[src/rtl/servo_pulse_decoder_pkg.sv]
// Shared servo timing constants and decoder state encoding.
// Also used by servo_driver so both blocks agree on pulse limits.
package servo_pulse_decoder_pkg;

   typedef enum logic [1:0] {
      ST_IDLE = 2'd0,
      ST_HIGH = 2'd1,
      ST_LOW  = 2'd2
   } dec_state_t;

   localparam int unsigned SERVO_MIN_WIDTH = 32'd100000;
   localparam int unsigned SERVO_MAX_WIDTH = 32'd200000;
   localparam int unsigned SERVO_TIMEOUT   = 32'd2500000;

   function automatic logic [31:0] sat_inc(input logic [31:0] v);
      return (v == '1) ? v : v + 32'd1;
   endfunction

endpackage

[src/rtl/servo_pulse_decoder_sync_2ff.sv]
// Two-flop synchronizer for a single asynchronous bit, resets to 0.
module sync_2ff (
   input  logic clk,
   input  logic rst_n,
   input  logic d,
   output logic q
);

   logic meta;

   always_ff @(posedge clk or negedge rst_n) begin
      if (!rst_n) begin
         meta <= 1'b0;
         q    <= 1'b0;
      end else begin
         meta <= d;
         q    <= meta;
      end
   end

endmodule

[src/rtl/servo_pulse_decoder.sv]
// Measures high time and rising-to-rising period of a servo PWM line,
// flagging in/out-of-range pulses and loss of signal.
module servo_pulse_decoder
   import servo_pulse_decoder_pkg::*;
#(
   parameter int unsigned MIN_WIDTH = SERVO_MIN_WIDTH,
   parameter int unsigned MAX_WIDTH = SERVO_MAX_WIDTH,
   parameter int unsigned TIMEOUT   = SERVO_TIMEOUT
) (
   input  logic        CLK,
   input  logic        RST,
   input  logic        EN,
   input  logic        SERVO_IN,
   output logic [31:0] PULSE_WIDTH,
   output logic [31:0] PERIOD,
   output logic        VALID,
   output logic        ERR,
   output logic        LOSS
);

   localparam logic [31:0] TO_LAST = TIMEOUT - 32'd1;

   logic       servo_sync;
   logic       servo_dly;
   logic [2:0] flush_sr;
   logic       rise;
   logic       fall;

   dec_state_t  state, state_n;
   logic [31:0] width_cnt, width_cnt_n;
   logic [31:0] period_cnt, period_cnt_n;
   logic [31:0] quiet_cnt, quiet_cnt_n;
   logic [31:0] width_hold, width_hold_n;
   logic [31:0] pulse_width_n, period_n;
   logic        valid_n, err_n, loss_n;

   sync_2ff u_sync (
      .clk   (CLK),
      .rst_n (RST),
      .d     (SERVO_IN),
      .q     (servo_sync)
   );

   // Edges are ignored until the synchronizer has flushed its reset value,
   // so a line already high at reset release is not taken as a rising edge.
   always_ff @(posedge CLK or negedge RST) begin
      if (!RST) begin
         servo_dly <= 1'b0;
         flush_sr  <= '0;
      end else begin
         servo_dly <= servo_sync;
         flush_sr  <= {flush_sr[1:0], 1'b1};
      end
   end

   assign rise = flush_sr[2] &  servo_sync & ~servo_dly;
   assign fall = flush_sr[2] & ~servo_sync &  servo_dly;

   always_ff @(posedge CLK or negedge RST) begin
      if (!RST) begin
         state       <= ST_IDLE;
         width_cnt   <= '0;
         period_cnt  <= '0;
         quiet_cnt   <= '0;
         width_hold  <= '0;
         PULSE_WIDTH <= '0;
         PERIOD      <= '0;
         VALID       <= 1'b0;
         ERR         <= 1'b0;
         LOSS        <= 1'b0;
      end else begin
         state       <= state_n;
         width_cnt   <= width_cnt_n;
         period_cnt  <= period_cnt_n;
         quiet_cnt   <= quiet_cnt_n;
         width_hold  <= width_hold_n;
         PULSE_WIDTH <= pulse_width_n;
         PERIOD      <= period_n;
         VALID       <= valid_n;
         ERR         <= err_n;
         LOSS        <= loss_n;
      end
   end

   // Counts latched on an edge include the cycle in which the edge is seen,
   // giving exactly N and N+M for an ideal N-high/M-low input.
   always_comb begin
      state_n       = state;
      width_cnt_n   = sat_inc(width_cnt);
      period_cnt_n  = sat_inc(period_cnt);
      quiet_cnt_n   = sat_inc(quiet_cnt);
      width_hold_n  = width_hold;
      pulse_width_n = PULSE_WIDTH;
      period_n      = PERIOD;
      valid_n       = 1'b0;
      err_n         = 1'b0;
      loss_n        = LOSS;

      if (!EN) begin
         state_n      = ST_IDLE;
         width_cnt_n  = '0;
         period_cnt_n = '0;
         quiet_cnt_n  = '0;
         loss_n       = 1'b0;
      end else begin
         case (state)
            ST_IDLE: begin
               width_cnt_n  = '0;
               period_cnt_n = '0;
               quiet_cnt_n  = '0;
               if (rise) state_n = ST_HIGH;
            end
            ST_HIGH: begin
               if (fall) begin
                  width_hold_n = sat_inc(width_cnt);
                  quiet_cnt_n  = '0;
                  state_n      = ST_LOW;
               end else if (quiet_cnt >= TO_LAST) begin
                  loss_n  = 1'b1;
                  state_n = ST_IDLE;
               end
            end
            ST_LOW: begin
               width_cnt_n = width_cnt;
               if (rise) begin
                  pulse_width_n = width_hold;
                  period_n      = sat_inc(period_cnt);
                  if (width_hold >= MIN_WIDTH && width_hold <= MAX_WIDTH)
                     valid_n = 1'b1;
                  else
                     err_n = 1'b1;
                  loss_n       = 1'b0;
                  width_cnt_n  = '0;
                  period_cnt_n = '0;
                  quiet_cnt_n  = '0;
                  state_n      = ST_HIGH;
               end else if (quiet_cnt >= TO_LAST) begin
                  loss_n  = 1'b1;
                  state_n = ST_IDLE;
               end
            end
            default: state_n = ST_IDLE;
         endcase
      end
   end

endmodule

[config.mk]
export PLATFORM = sky130hd
export DESIGN_NAME = servo_pulse_decoder
export DESIGN_NICKNAME = d
export VERILOG_FILES = /design/src/rtl/servo_pulse_decoder_pkg.sv /design/src/rtl/servo_pulse_decoder_sync_2ff.sv /design/src/rtl/servo_pulse_decoder.sv
export SDC_FILE = /design/constraint.sdc
export NUM_CORES = 1
export LEC_CHECK = 0
export CORE_ASPECT_RATIO = 1.75
export CORE_MARGIN = 2
export CORE_UTILIZATION = 35
export CTS_CLUSTER_SIZE = 16
export DETAILED_ROUTE_END_ITERATION = 16
export GPL_ROUTABILITY_DRIVEN = 0
export PLACE_DENSITY_LB_ADDON = 0.12
export SLEW_MARGIN = 20
export SYNTH_ARGS = -nofsm -noshare
export SYNTH_HDL_FRONTEND = slang
export SYNTH_HIERARCHICAL = 1
export SYNTH_SLANG_ARGS = --single-unit
[constraint.sdc]
create_clock -name CLK -period 2.65 [get_ports CLK]
set_input_delay 0.53 -clock CLK [delete_from_list [all_inputs] [get_ports CLK]]
set_output_delay 0.53 -clock CLK [all_outputs]
set_load 0.05 [all_outputs]
==> metrics.cfg <==
[placement]
dp_hpwl_um=21400
port_buffers=70

[clock_network]
holdBufCountCts=0
root_buffer=clkbuf_16
cts_resized=0
cts_buffer_depth=3
htree_levels=1
cts_tree=done
cts_buffers=22
clock_latency_ps=510
cts_setup_buffers=0
clkTransAtPathRegs_ps=60
clock-sinks=203

[logic_synthesis]
synth_edf_count=0
yosysTopAreaCellShare=0.499
synthTopCellsByArea=dfrtp_1 (50%), nand2_1 (8.0%), o21ai_0 (4.3%)
synth_nets=1122
seq_area_frac_synth=0.499
yosysWarnings=6
synth-main-ff-cell=dfrtp_1
async_reset_ff_frac=1.00
avgSynthCellArea_um2=9.14
ys_ff_latch=203
synthDistinctLibCells=72
synth_area_leader_cell=dfrtp_1
synthCells=1115
synth_area_um2=10200

[worst_hold_path]
hold_path.class=primary input to asynchronous set/reset pin

[detailed_routing]
antenna_left=0
viasPerCell=5.41
drt_iter0_drc=364
remaining_drc_errors=0
vias=8618
drtPass1Iterations=4
wl_per_cell_um=18.2
wl_um=28900

[finish]
syn_to_final_growth_pct=21.1
nets=1208
diodes=0
drive_above_1_share=0.100

[global_routing]
grt_pass1_wl_um=47500
antenna_found_initial=0
grt_usage=0.193
grt_pass1_vias=8960
grt_overflow=0
grt_max_degree=66

[floorplan]
fp.dieArea_um2=30500
start_util=0.356
chipWidth_um=133
rows=82
core_um2=28600
die_h_um=230
io_pins=71

[critical_path]
cp_max_fo=11
worst_setup_path_start_kind=flop
crit_type=flop to flop
cp.required_ps=3070
end_kind=flop
cp.arrival_ps=2800

[power]
vdd_drop_max_uv=396
p_comb_frac=0.032
p_leak_nw=5.07
p_switching_mw=1.46
netSwitchingFraction=0.224
power.internal_mw=5.05
power_frac_seq=0.489
clockPowerShare=0.479
power.density_nw_per_um2=528

[timing]
setup-tns-final_ps=0
finalCriticalPeriod_ps=2380
max_freq_mhz=419
fin_worst_skew_ps=6.91
hold_viol=1
finalMaxSlewViolations=0
setup_violations=0
rsz0062_at_grt=false
period_share=0.900
slew_headroom=0.536
whs_ps=-3.87
worst_pin_slew_ps=695

[outcome]
violations=hold timing
status=finished, violations left

[job]
maxCapViolations=0

through the flow:
step	setup slack, ps	power, mW	std cells	area [µm²]	utilization
final	265	6.51	1593	12300	0.431
after global placement	179	3.45	1555	11600	0.405
after floorplan	724	3.31	1115	10200	-
after global routing	60.0	6.77	1593	12300	0.431
after CTS	267	6.63	1593	12300	0.431
after detailed placement	113	3.45	1555	11600	0.405
layout make-up:
class	instances	area, µm²
repair buffers	126	1200
flip-flops and latches	203	5080
multi-input cells	833	4790
clock inverters	6	63.8
fillers	2837	16300
clock buffers	32	669
well taps	378	473
inverters	15	56.3
power groups by stage:
stage                     Clock (mW)  Sequential [mW]  Combinational (mW)
after floorplan                    0             3.23              0.0857
after global placement             0             3.24               0.214
after detailed placement           0             3.24               0.213
after CTS                       3.23             3.18               0.214
after global routing            3.35             3.19               0.239
final                           3.12             3.18               0.206
cell usage in the layout (no fill, tap or decap), types with 18 or more instances in the layout:
cell	count
nand2_1	217
dfrtp_1	203
o21ai_0	88
clkdlybuf4s50_1	69
nor2_1	65
a21oi_1	56
buf_4	50
nand3_1	42
xnor2_1	38
nand4_1	29
or3_1	25
clkbuf_16	23
nor4_1	20
nor3_1	19
and3_1	18
a31oi_1	18
critical path, stage by stage (launching register included):
cell and delay [ps]:
dfrtp_1 480, and4_1 390, and4_1 530, and3_1 530
nor2_1 110, o31ai_1 240
path summary, 6_finish.rpt:
path	start	endpoint	slack, ps	cells past startpoint
worst max-delay path	width_cnt[19]	width_hold[2]	270	5
worst min-delay path	RST	PERIOD[21]	-4	1
worst max register to register	width_cnt[19]	width_hold[2]	270	5
worst min register to register	u_sync/meta	u_sync/q	350	0
max in group asynchronous	RST	quiet_cnt[12]	1880	2
min in group CLK	u_sync/meta	u_sync/q	350	0
cells in the mapped netlist, drive strengths merged, types with 19 or more instances:
cell type  number
nor4           23
o21ai          94
dfrtp         203
nor2           68
nor3           21
or3            25
nand4          33
nand3          44
and3           19
xnor2          38
nand2         220
buf            20
clkbuf         44
a21oi          56
layer usage:
metal	part of all wire	track usage	routed length (µm)
met5	0	0	0
met4	0.035	0.0800	1000
met3	0.032	0.0229	917
met2	0.56	0.383	16300
met1	0.37	0.201	10700
cells by family (layout without fill, tap and decap cells):
logic type / Yosys count / in the layout / share of synthesized area
flip-flops: 203 / 203 / 0.499
other: 1 / 1 / 0.000368
buffers and inverters: 79 / 179 / 0.0325
XOR/XNOR: 51 / 51 / 0.0438
AO/OA/AOI/OAI: 247 / 247 / 0.151
AND/OR/NAND/NOR: 525 / 525 / 0.264
adder cells (fa/ha/maj): 3 / 3 / 0.00368
multiplexers: 6 / 6 / 0.00602
sequential cells by signal (all words and copies together), names as in the netlist:
signal and flops:
servo_dly 1, LOSS 1, u_sync/q 1, state 2, PULSE_WIDTH 32, flush_sr 3, VALID 1, ERR 1
width_cnt 32, width_hold 32, period_cnt 32, PERIOD 32, u_sync/meta 1, quiet_cnt 32
Note: power is estimated with default switching activity, not from simulation.
